## config.mk

```make
export PLATFORM = sky130hd
export DESIGN_NAME = sprite_cmd_dispatcher
export DESIGN_NICKNAME = d
export VERILOG_FILES = /design/src/rtl/sprite_msg_pkg.sv /design/src/rtl/sprite_cmd_dispatcher_sync_fifo.sv /design/src/rtl/sprite_cmd_dispatcher.sv
export SDC_FILE = /design/constraint.sdc
export NUM_CORES = 2
export LEC_CHECK = 0
export BUFFER_PORTS_ARGS = -buffer_cell sky130_fd_sc_hd__clkbuf_2
export CAP_MARGIN = 15
export CORE_ASPECT_RATIO = 1.5
export CORE_MARGIN = 2
export CORE_UTILIZATION = 32
export DETAILED_ROUTE_END_ITERATION = 10
export PLACE_DENSITY = 0.58
export SLEW_MARGIN = 20
export SYNTH_ARGS = -nofsm -noshare
export SYNTH_HDL_FRONTEND = slang
export SYNTH_SLANG_ARGS = --single-unit
```

## constraint.sdc

```tcl
create_clock -name clk -period 8.1 [get_ports clk]
set_input_delay 0.81 -clock clk [delete_from_list [all_inputs] [get_ports clk]]
set_output_delay 0.81 -clock clk [all_outputs]
set_load 0.05 [all_outputs]
```

## src/rtl/sprite_msg_pkg.sv

```systemverilog
// sprite_msg_pkg: shared definitions for the sprite message format used by the
// HPS command dispatcher and every display module (cloud, Mario, blocks, ...).
//
// Message layout (32 bits):
//   [31:26] component  [25:21] child  [20:17] info  [16:14] data_type
//   [13]    buffer     [12:0]  message_data
//
// Contents: field bit positions, info codes, the idle bus word, the dispatcher
// FSM state type and small helpers for building / editing messages.
package sprite_msg_pkg;

   localparam int COMPONENT_MSB = 31;
   localparam int COMPONENT_LSB = 26;
   localparam int CHILD_MSB     = 25;
   localparam int CHILD_LSB     = 21;
   localparam int INFO_MSB      = 20;
   localparam int INFO_LSB      = 17;
   localparam int DTYPE_MSB     = 16;
   localparam int DTYPE_LSB     = 14;
   localparam int BUFFER_BIT    = 13;
   localparam int DATA_MSB      = 12;
   localparam int DATA_LSB      = 0;

   localparam logic [3:0]  INFO_UPDATE = 4'h1;
   localparam logic [3:0]  INFO_FLUSH  = 4'hF;

   // info = 0 on the broadcast bus is ignored by every display module.
   localparam logic [31:0] NOP_WORD = 32'h0000_0000;

   typedef enum logic [1:0] {
      IDLE  = 2'd0,
      FLUSH = 2'd1,
      DRAIN = 2'd2
   } disp_state_e;

   // Extract the info field of a message.
   function automatic logic [3:0] msg_info(input logic [31:0] word);
      return word[INFO_MSB:INFO_LSB];
   endfunction

   // Build the double-buffer switch word that activates buffer 'buf_sel'.
   function automatic logic [31:0] make_flush_word(input logic buf_sel);
      logic [31:0] word;
      word = NOP_WORD;
      word[COMPONENT_MSB:COMPONENT_LSB] = 6'h00;
      word[INFO_MSB:INFO_LSB]           = INFO_FLUSH;
      word[BUFFER_BIT]                  = buf_sel;
      return word;
   endfunction

   // Replace the buffer bit of a message, everything else passes unchanged.
   function automatic logic [31:0] with_buffer(input logic [31:0] word, input logic buf_sel);
      logic [31:0] result;
      result             = word;
      result[BUFFER_BIT] = buf_sel;
      return result;
   endfunction

endpackage

```

## src/rtl/sprite_cmd_dispatcher_sync_fifo.sv

```systemverilog
// sync_fifo: single-clock first-word-fall-through FIFO.
//
// Ports:
//   clk, reset (async, active-low)
//   push / push_data : enqueue when not full (ignored when full)
//   pop  / pop_data  : dequeue when not empty; pop_data shows the head entry
//   full, empty      : status derived from the occupancy counter
//   level            : occupancy 0..DEPTH (one bit wider than the pointers)
module sync_fifo #(
   parameter int WIDTH = 32,
   parameter int DEPTH = 64
) (
   input  logic                     clk,
   input  logic                     reset,
   input  logic                     push,
   input  logic [WIDTH-1:0]         push_data,
   input  logic                     pop,
   output logic [WIDTH-1:0]         pop_data,
   output logic                     full,
   output logic                     empty,
   output logic [$clog2(DEPTH):0]   level
);

   localparam int             AW        = $clog2(DEPTH);
   localparam logic [AW-1:0]  PTR_ONE   = AW'(1);
   localparam logic [AW:0]    CNT_ONE   = (AW+1)'(1);
   localparam logic [AW:0]    CNT_ZERO  = (AW+1)'(0);
   localparam logic [AW:0]    DEPTH_CNT = (AW+1)'(DEPTH);

   logic [WIDTH-1:0] mem_r [DEPTH];
   logic [AW-1:0]    wr_ptr_r;
   logic [AW-1:0]    rd_ptr_r;
   logic [AW:0]      count_r;
   logic             do_push_s;
   logic             do_pop_s;

   // Qualify requests with status; pointers wrap naturally at DEPTH.
   always_comb begin
      full      = (count_r == DEPTH_CNT);
      empty     = (count_r == CNT_ZERO);
      do_push_s = push && !full;
      do_pop_s  = pop && !empty;
      pop_data  = mem_r[rd_ptr_r];
      level     = count_r;
   end

   // Storage array; contents need no reset since pointers define validity.
   always_ff @(posedge clk) begin
      if (do_push_s) begin
         mem_r[wr_ptr_r] <= push_data;
      end
   end

   // Pointers and occupancy counter.
   always_ff @(posedge clk or negedge reset) begin
      if (!reset) begin
         wr_ptr_r <= '0;
         rd_ptr_r <= '0;
         count_r  <= CNT_ZERO;
      end else begin
         if (do_push_s) begin
            wr_ptr_r <= wr_ptr_r + PTR_ONE;
         end
         if (do_pop_s) begin
            rd_ptr_r <= rd_ptr_r + PTR_ONE;
         end
         case ({do_push_s, do_pop_s})
            2'b10:   count_r <= count_r + CNT_ONE;
            2'b01:   count_r <= count_r - CNT_ONE;
            default: count_r <= count_r;
         endcase
      end
   end

endmodule

```

## src/rtl/sprite_cmd_dispatcher.sv

```systemverilog
// sprite_cmd_dispatcher: frame-synchronous command queue between the HPS
// Avalon-MM write port and the sprite display modules. Software messages are
// buffered and only broadcast during vertical blanking, each burst preceded by
// a double-buffer flush/switch word.
//
// Ports:
//   clk, reset (async, active-low)
//   chipselect, write, writedata[31:0] : Avalon-MM slave write port
//   vcount[9:0]                        : current VGA line
//   cmd_out[31:0]                      : registered broadcast word (NOP when idle)
//   front_buffer                       : buffer activated by the latest flush word
//   fifo_level                         : queued entries, 0..FIFO_DEPTH
//   overflow                           : sticky, a write was dropped (FIFO full)
//   rejected                           : sticky, a software word with info = F was dropped
module sprite_cmd_dispatcher
   import sprite_msg_pkg::*;
#(
   parameter int         FIFO_DEPTH  = 64,
   parameter logic [9:0] VBLANK_LINE = 10'd480
) (
   input  logic                          clk,
   input  logic                          reset,
   input  logic                          chipselect,
   input  logic                          write,
   input  logic [31:0]                   writedata,
   input  logic [9:0]                    vcount,
   output logic [31:0]                   cmd_out,
   output logic                          front_buffer,
   output logic [$clog2(FIFO_DEPTH):0]   fifo_level,
   output logic                          overflow,
   output logic                          rejected
);

   disp_state_e state_r;
   disp_state_e state_next_s;

   logic        in_blank_r;
   logic        in_blank_prev_r;
   logic        blank_rise_s;
   logic        sw_write_s;
   logic        info_flush_s;
   logic        push_s;
   logic        pop_s;
   logic        toggle_s;
   logic        fifo_full_s;
   logic        fifo_empty_s;
   logic [31:0] fifo_data_s;
   logic [31:0] cmd_next_s;
   logic [31:0] cmd_out_r;
   logic        front_buffer_r;
   logic        overflow_r;
   logic        rejected_r;

   // Software write decode; flush words may only originate from this block.
   always_comb begin
      sw_write_s   = chipselect && write;
      info_flush_s = (msg_info(writedata) == INFO_FLUSH);
      push_s       = sw_write_s && !info_flush_s;
      blank_rise_s = in_blank_r && !in_blank_prev_r;
   end

   sync_fifo #(
      .WIDTH (32),
      .DEPTH (FIFO_DEPTH)
   ) u_fifo (
      .clk       (clk),
      .reset     (reset),
      .push      (push_s),
      .push_data (writedata),
      .pop       (pop_s),
      .pop_data  (fifo_data_s),
      .full      (fifo_full_s),
      .empty     (fifo_empty_s),
      .level     (fifo_level)
   );

   // Registered blanking flag and its previous value for rise detection.
   always_ff @(posedge clk or negedge reset) begin
      if (!reset) begin
         in_blank_r      <= 1'b0;
         in_blank_prev_r <= 1'b0;
      end else begin
         in_blank_r      <= (vcount >= VBLANK_LINE);
         in_blank_prev_r <= in_blank_r;
      end
   end

   // FSM state register.
   always_ff @(posedge clk or negedge reset) begin
      if (!reset) begin
         state_r <= IDLE;
      end else begin
         state_r <= state_next_s;
      end
   end

   // FSM next-state logic. A blank rise seen outside IDLE is ignored.
   always_comb begin
      state_next_s = state_r;
      case (state_r)
         IDLE: begin
            if (blank_rise_s) begin
               state_next_s = FLUSH;
            end else begin
               state_next_s = IDLE;
            end
         end
         FLUSH: begin
            state_next_s = DRAIN;
         end
         DRAIN: begin
            if (!fifo_empty_s && in_blank_r) begin
               state_next_s = DRAIN;
            end else begin
               state_next_s = IDLE;
            end
         end
         default: begin
            state_next_s = IDLE;
         end
      endcase
   end

   // FSM output logic. The word chosen here is registered onto cmd_out, so the
   // flush word appears the cycle after the rise and the first entry the cycle
   // after that (draining already starts while the FSM sits in FLUSH).
   always_comb begin
      pop_s      = 1'b0;
      toggle_s   = 1'b0;
      cmd_next_s = NOP_WORD;
      case (state_r)
         IDLE: begin
            if (blank_rise_s) begin
               toggle_s   = 1'b1;
               cmd_next_s = make_flush_word(~front_buffer_r);
            end else begin
               toggle_s   = 1'b0;
               cmd_next_s = NOP_WORD;
            end
         end
         FLUSH, DRAIN: begin
            // front_buffer_r already holds the newly activated buffer here.
            if (!fifo_empty_s && in_blank_r) begin
               pop_s      = 1'b1;
               cmd_next_s = with_buffer(fifo_data_s, front_buffer_r);
            end else begin
               pop_s      = 1'b0;
               cmd_next_s = NOP_WORD;
            end
         end
         default: begin
            pop_s      = 1'b0;
            toggle_s   = 1'b0;
            cmd_next_s = NOP_WORD;
         end
      endcase
   end

   // Output word, front buffer and sticky error flags.
   always_ff @(posedge clk or negedge reset) begin
      if (!reset) begin
         cmd_out_r      <= NOP_WORD;
         front_buffer_r <= 1'b0;
         overflow_r     <= 1'b0;
         rejected_r     <= 1'b0;
      end else begin
         cmd_out_r      <= cmd_next_s;
         front_buffer_r <= front_buffer_r ^ toggle_s;
         overflow_r     <= overflow_r | (push_s && fifo_full_s);
         rejected_r     <= rejected_r | (sw_write_s && info_flush_s);
      end
   end

   always_comb begin
      cmd_out      = cmd_out_r;
      front_buffer = front_buffer_r;
      overflow     = overflow_r;
      rejected     = rejected_r;
   end

endmodule

```

Word-level counts from Yosys, hierarchy flattened
Memories as Yosys holds them, arrays and structs flattened.
Index checks and enable logic that the tools add are counted.
{"block": "totals", "regBits": 58, "mem_bits_rw": 2048, "memories": 1, "wordCells": 55, "output_inout_bits": 42}
{"block": "op_classes", "addsub": 4, "bitwise": 4, "mux": 13, "reduce_logical": 16, "eq_ne": 6, "magnitude_cmp": 1}
{"name": "u_fifo.mem_r", "depth": 64, "word_bits": 32, "rd": 1, "rd_clocked_by_memory_dff": 0, "write_ports": 1, "line_no": "sprite_cmd_dispatcher_sync_fifo.sv:30", "source": "logic [WIDTH-1:0] mem_r [DEPTH];"}
{"cell": "32-bit case mux with 2 select lines", "n": 1}
{"cell": "32-bit two-way mux", "n": 1}
{"cell": "21-bit two-way mux", "n": 1}
{"cell": "7-bit case mux with 2 select lines", "n": 1}
{"cell": "6-bit by 1-bit adder with 6-bit output (second input constant)", "n": 2}
{"cell": "10-bit by 9-bit greater-or-equal comparator with 1-bit output (second input constant)", "n": 1}
{"cell": "1-bit logical AND", "n": 8}
{"cell": "7-bit by 1-bit adder with 7-bit output (second input constant)", "n": 1}
{"cell": "7-bit equality test (second input constant)", "n": 1}
{"cell": "7-bit zero test", "n": 1}
{"cell": "1-bit two-way mux", "n": 7}
{"cell": "7-bit by 1-bit subtractor with 7-bit output (second input constant)", "n": 1}
{"cell": "2-bit case mux with 3 select lines", "n": 1}
{"cell": "2-bit by 1-bit equality test with 1-bit output (second input constant)", "n": 2}
{"cell": "2-bit equality test (second input constant)", "n": 2}
{"cell": "4-bit equality test (second input constant)", "n": 1}
{"cell": "1-bit zero test", "n": 4}
{"cell": "2-bit zero test", "n": 1}
{"cell": "2-bit two-way mux", "n": 1}
{"cell": "1-bit OR", "n": 2}
{"cell": "2-bit nonzero test", "n": 1}
{"cell": "2-bit OR reduction", "n": 1}
{"cell": "1-bit inverter", "n": 1}
{"cell": "1-bit bitwise XOR", "n": 1}

Logic depth before layout (Yosys ltp)
{"block": "depth", "word_depth": 8, "depth_mapped": 15}

By module
Synthesis repeated with hierarchy kept, for this count alone.
{"block": "unflattened", "hier_cells": 3612, "area_unflattened_um2": 80773.7}
{"mod": "sync_fifo", "seq_area_each_um2": 61974.4, "area_per_inst_um2": 79392.4, "cells_per_inst": 3519, "n_inst": 1}
{"mod": "sprite_cmd_dispatcher", "seq_area_each_um2": 975.9, "area_per_inst_um2": 1381.3, "cells_per_inst": 93, "n_inst": 1}

Least setup slack after synthesis
Ideal clock, no wire load.
{"block": "synth_path", "path_kind": "register -> register", "start": "register u_fifo.count_r[3], in the netlist u_fifo.level[3]", "end": "memory u_fifo.mem_r[60][0], enable pin", "required_time_ns": 7.681, "arrival_time_ns": 3.170, "path_stages_with_launch": 8, "setup_slack_ns": 4.510, "path_cell_list": "dfrtp_1 > clkbuf_1 > nor4_1 > nand3_1 > and2_1 > clkbuf_1 > nand3_1 > nor2_1"}
{"block": "synth_via", "elab_chain_len": 5}
{"item": "from (decl)", "line_no": "sprite_cmd_dispatcher_sync_fifo.sv:33", "source": "logic [AW:0] count_r;"}
{"item": "from (signal assigned)", "line_no": "sprite_cmd_dispatcher_sync_fifo.sv:68", "source": "2'b10: count_r <= count_r + CNT_ONE;"}
{"item": "from (signal assigned)", "line_no": "sprite_cmd_dispatcher_sync_fifo.sv:69", "source": "2'b01: count_r <= count_r - CNT_ONE;"}
{"item": "from (signal assigned)", "line_no": "sprite_cmd_dispatcher_sync_fifo.sv:70", "source": "default: count_r <= count_r;"}
{"item": "7-bit equality test", "line_no": "sprite_cmd_dispatcher_sync_fifo.sv:39", "source": "full = (count_r == DEPTH_CNT);"}
{"item": "1-bit zero test", "line_no": "sprite_cmd_dispatcher_sync_fifo.sv:41", "source": "do_push_s = push && !full;"}
{"item": "1-bit logical AND", "line_no": "sprite_cmd_dispatcher_sync_fifo.sv:41"}
{"item": "1-bit two-way mux", "line_no": "sprite_cmd_dispatcher_sync_fifo.sv:49", "source": "if (do_push_s) begin"}
{"item": "1-bit two-way mux (implied by the code)", "line_no": "sprite_cmd_dispatcher_sync_fifo.sv:50", "source": "mem_r[wr_ptr_r] <= push_data;"}
{"item": "to (decl)", "line_no": "sprite_cmd_dispatcher_sync_fifo.sv:30"}
Every way passes these cells.

Worst setup path after layout
{"block": "layout_path", "start": "register u_fifo.rd_ptr_r[2]", "end": "register cmd_out_r[26], in the netlist cmd_out[26]"}
{"block": "layout_via", "elab_chain_len": 3}
{"item": "from (decl)", "line_no": "sprite_cmd_dispatcher_sync_fifo.sv:32", "source": "logic [AW-1:0] rd_ptr_r;"}
{"item": "from (signal assigned)", "line_no": "sprite_cmd_dispatcher_sync_fifo.sv:65", "source": "rd_ptr_r <= rd_ptr_r + PTR_ONE;"}
{"item": "memory 64 x 32 bit"}
{"item": "32-bit two-way mux", "line_no": "sprite_cmd_dispatcher.sv:143", "source": "if (!fifo_empty_s && in_blank_r) begin"}
{"item": "32-bit case mux with 2 select lines", "line_no": "sprite_cmd_dispatcher.sv:131", "source": "case (state_r)"}
{"item": "net cmd_next_s[26]", "line_no": "sprite_cmd_dispatcher.sv:48", "source": "logic [31:0] cmd_next_s;"}
{"item": "to (signal assigned)", "line_no": "sprite_cmd_dispatcher.sv:167", "source": "cmd_out_r <= cmd_next_s;"}
{"item": "to (decl)", "line_no": "sprite_cmd_dispatcher.sv:49", "source": "logic [31:0] cmd_out_r;"}
The timed path passes the listed nets, and every way through them passes these cells.
A chain may end at the register's enable or synchronous reset.

==> results.md <==
* Worst Path Class, Setup: flop to flop
* Largest area contributor in the netlist: edfxtp_1
* FP Rows at 221
* Average cell area after synthesis at 22.79 sq um
* Vias per cell at 5.195
* Sequential-to-total area share from yosys stat at 78.86%
* NetSw at 7.961 mW
* Total gr overflow at 0
* Worst EP required at 8.77 ns
* Post-Route WL at 201.0 mm
* Crit path time final at 4.284 ns
* Commonest non-fill, non-tap cell in the layout: edfxtp_1
* Core Util, Final at 36.48%
* CP max FO at 32
* Routability cong. at 0.7759
* Most common flop cell mapped by yosys: edfxtp_1
* Distinct cells, synth at 54
* Worst-path clk slew at 0.07 ns
* Largest net degree at the start of global routing at 126
* Final TNS setup at 0 ns
* Total CTS buffers at 181
* # hold bufs at CTS at 1
* Period utilization at 52.89%
* HPWL after detailed placement at 109.6 mm
* Worst Tran Pin Value at 1.139 ns
* M1 GR Usage at 18.73%
* Core Area at 241,100 sq um
* IO Count at 88
* Via count at 36,090
* Input/output buffers at 81
* Number of remaining DRC errors at 0
* LEAKAGE at 26.85 nW
* CTS tree: built
* Yosys reg bits at 2,042
* Slew HR at 23.81%
* Grt met2 use at 30.26%
* Status: finished, final reports clean
* Die area at 245,900 sq um
* Mapped Nets at 3,450
* Final setup viols at 0
* Die Height at 606.3 um
* Clock Power Share at 30.3%
* Hold Fails Final Rpt at 0
* Mapped Area at 77,390 sq um
* Commonest cells after routing, fill and taps aside: edfxtp_1, mux4_2, clkbuf_16
* Layout cell share with drive strength beyond 1 at 26.91%
* Clock root cell: clkbuf_16
* Max rail drop VDD at 0.2400 mV
* Vias in the first global route at 37,930
* CP Launch Type: flop
* Layer with the highest usage: met2
* Number of post-CTS setup repair buffers at 0
* First-pass GRT wire length at 283.6 mm
* RSZ-0062 raised after global routing: no
* PD cells at 310.1 nW/um^2
* Placed Area at 82,450 sq um
* Post-route clock skew at 0.04619 ns
* Clk sinks at 2,042
* H-tree depth at 4
* Yosys top cell area share at 76.99%
* Crit end category: flop
* Design Area, Final at 87,970 sq um
* Die width at 405.5 um
* Buffer depth of the longest clock path at 4
* Clk_lat worst skew at 0.83 ns
* Synth async-reset ratio at 2.840%
* Post-synth EDFFs at 1,984
* Post-placement worst setup slack at 2.710 ns
* Final std cells w/o fill at 6,946
* Global-route usage over all layers at 16.20%
* Setup WS post-layout at 3.816 ns
* Gate power share at 25.4%
* Synthesis warning total at 0
* Layout area overhead at 13.67%
* Sequential share of power at 44.3%
* DP Cell Count at 6,632
* Max-cap viol count at 0
* Drt first-iter violations at 3,502
* Critical Path AT at 4.96 ns
* Drt wl/cell at 28.94 um
* Max Slew Vio Count at 0
* Antenna-violating nets left at 0
* Fmax at 233.4 MHz
* Synth top area cells: edfxtp_1, mux4_2, dfrtp_1
* HP Class: input pin to flop
* Fin nets at 3,637
* Switching Share at 29.19%
* Initial core utilization at 32.10%
* GR Util met3 at 2.261%
* Iteration count of the initial detailed-routing pass at 5
* Syn Inst Count at 3,396
* Initial antenna violation count at 8
* Pint at 19.31 mW
* Post_cts resized at 0
## through the flow
step                total power, mW  hold slack [ns]
finish                        27.28           0.1970
global route                  28.28           0.1964
CTS                           27.60           0.1412
detailed placement            19.38           0.4732
global placement              19.34           0.4733
floorplan                     17.18           0.4879
## routing by layer
| layer | routed length (um) | vias to the layer above |
|---|---|---|
| li1 | - | 14900 |
| met5 | 13 | - |
| met1 | 74310 | 19750 |
| met4 | 7155 | 2 |
| met3 | 9769 | 321 |
| met2 | 109700 | 1112 |
## cell type report
cell class | instances | area (sq um)
Fill cell | 21950 | 153200
Inverter | 7 | 26.28
Clock inverter | 76 | 674.4
Tap cell | 3233 | 4045
Timing Repair Buffer | 203 | 1476
Multi-Input combinational cell | 1148 | 15900
Antenna cell | 4 | 10.01
Clock buffer | 233 | 4796
Sequential cell | 2042 | 61040
## cells in the mapped netlist, types with 2 or more instances
library cell  number
o21ai_0           40
mux4_2           471
buf_1             25
a221oi_1          45
ha_1               8
a21oi_1           54
and2_1             5
nor4_1             2
xor2_1             7
or4_1              4
nor2_1            80
clkbuf_1          85
nor3b_1            2
o22ai_1           33
o21a_1             4
nand2b_1           2
o311a_1            2
a32oi_1            3
or3b_2             4
a41o_1             2
nand3_1           11
and3b_1            3
a22oi_1          120
a21boi_0          11
buf_2             62
edfxtp_1        1984
nand3b_1          14
nand2_1           17
buf_6             10
nor2b_1           11
mux2_2             2
xnor2_1           11
a31oi_1            2
nor3_1            14
dfrtp_1           58
a22o_1            51
nand4_1            6
buf_4             17
and3_1             3
or2_2              5
inv_1              7
o221ai_1          21
mux2i_1           64
o31ai_1            4
## power groups by stage
stage	registers (mW)	logic [mW]	clock network, mW
2_1_floorplan	12.3	4.84	0
3_3_place_gp	12.3	7.02	0
3_5_place_dp	12.3	7.05	0
4_1_cts	12.1	7.07	8.44
5_1_grt	12.1	7.39	8.78
6_report	12.1	6.92	8.27
## cells by family after synthesis
| logic type | Yosys count | synth area share [%] |
|---|---|---|
| flops | 2042 | 78.86 |
| mux | 537 | 14.56 |
| compound gates | 399 | 3.748 |
| buf+inv | 206 | 1.279 |
| simple gates | 186 | 1.216 |
| xor+xnor | 18 | 0.2037 |
| fa+ha+maj | 8 | 0.1293 |
## sequential cells by signal, indices dropped and copies added, names as in the netlist
signal / count
front_buffer: 1
u_fifo.rd_ptr_r: 6
u_fifo.level: 7
u_fifo.mem_r: 1984
in_blank_r: 1
overflow: 1
state_r: 2
rejected: 1
in_blank_prev_r: 1
cmd_out: 32
u_fifo.wr_ptr_r: 6
## worst max-delay path: stages (launching register included)
cell	delay [ns]
dfrtp_2	0.54
buf_4	0.38
buf_4	0.44
nor2b_4	0.93
buf_4	0.61
a22oi_1	0.14
a21oi_1	0.32
o21ai_0	0.37
o221ai_1	0.33
## final timing paths
| kind | end | startpoint | slack, ns | cells after the start |
|---|---|---|---|---|
| min in group asynchronous | cmd_out[20] | reset | 0.47 | 2 |
| worst max-delay path | cmd_out[26] | u_fifo.rd_ptr_r[2] | 3.82 | 8 |
| worst min register to register | overflow | overflow | 0.49 | 1 |
| worst min-delay path | in_blank_r | vcount[9] | 0.20 | 2 |
| worst max register to register | cmd_out[26] | u_fifo.rd_ptr_r[2] | 3.82 | 8 |
| max in group asynchronous | cmd_out[9] | reset | 6.58 | 3 |
Power figures use the tool's default switching activity.
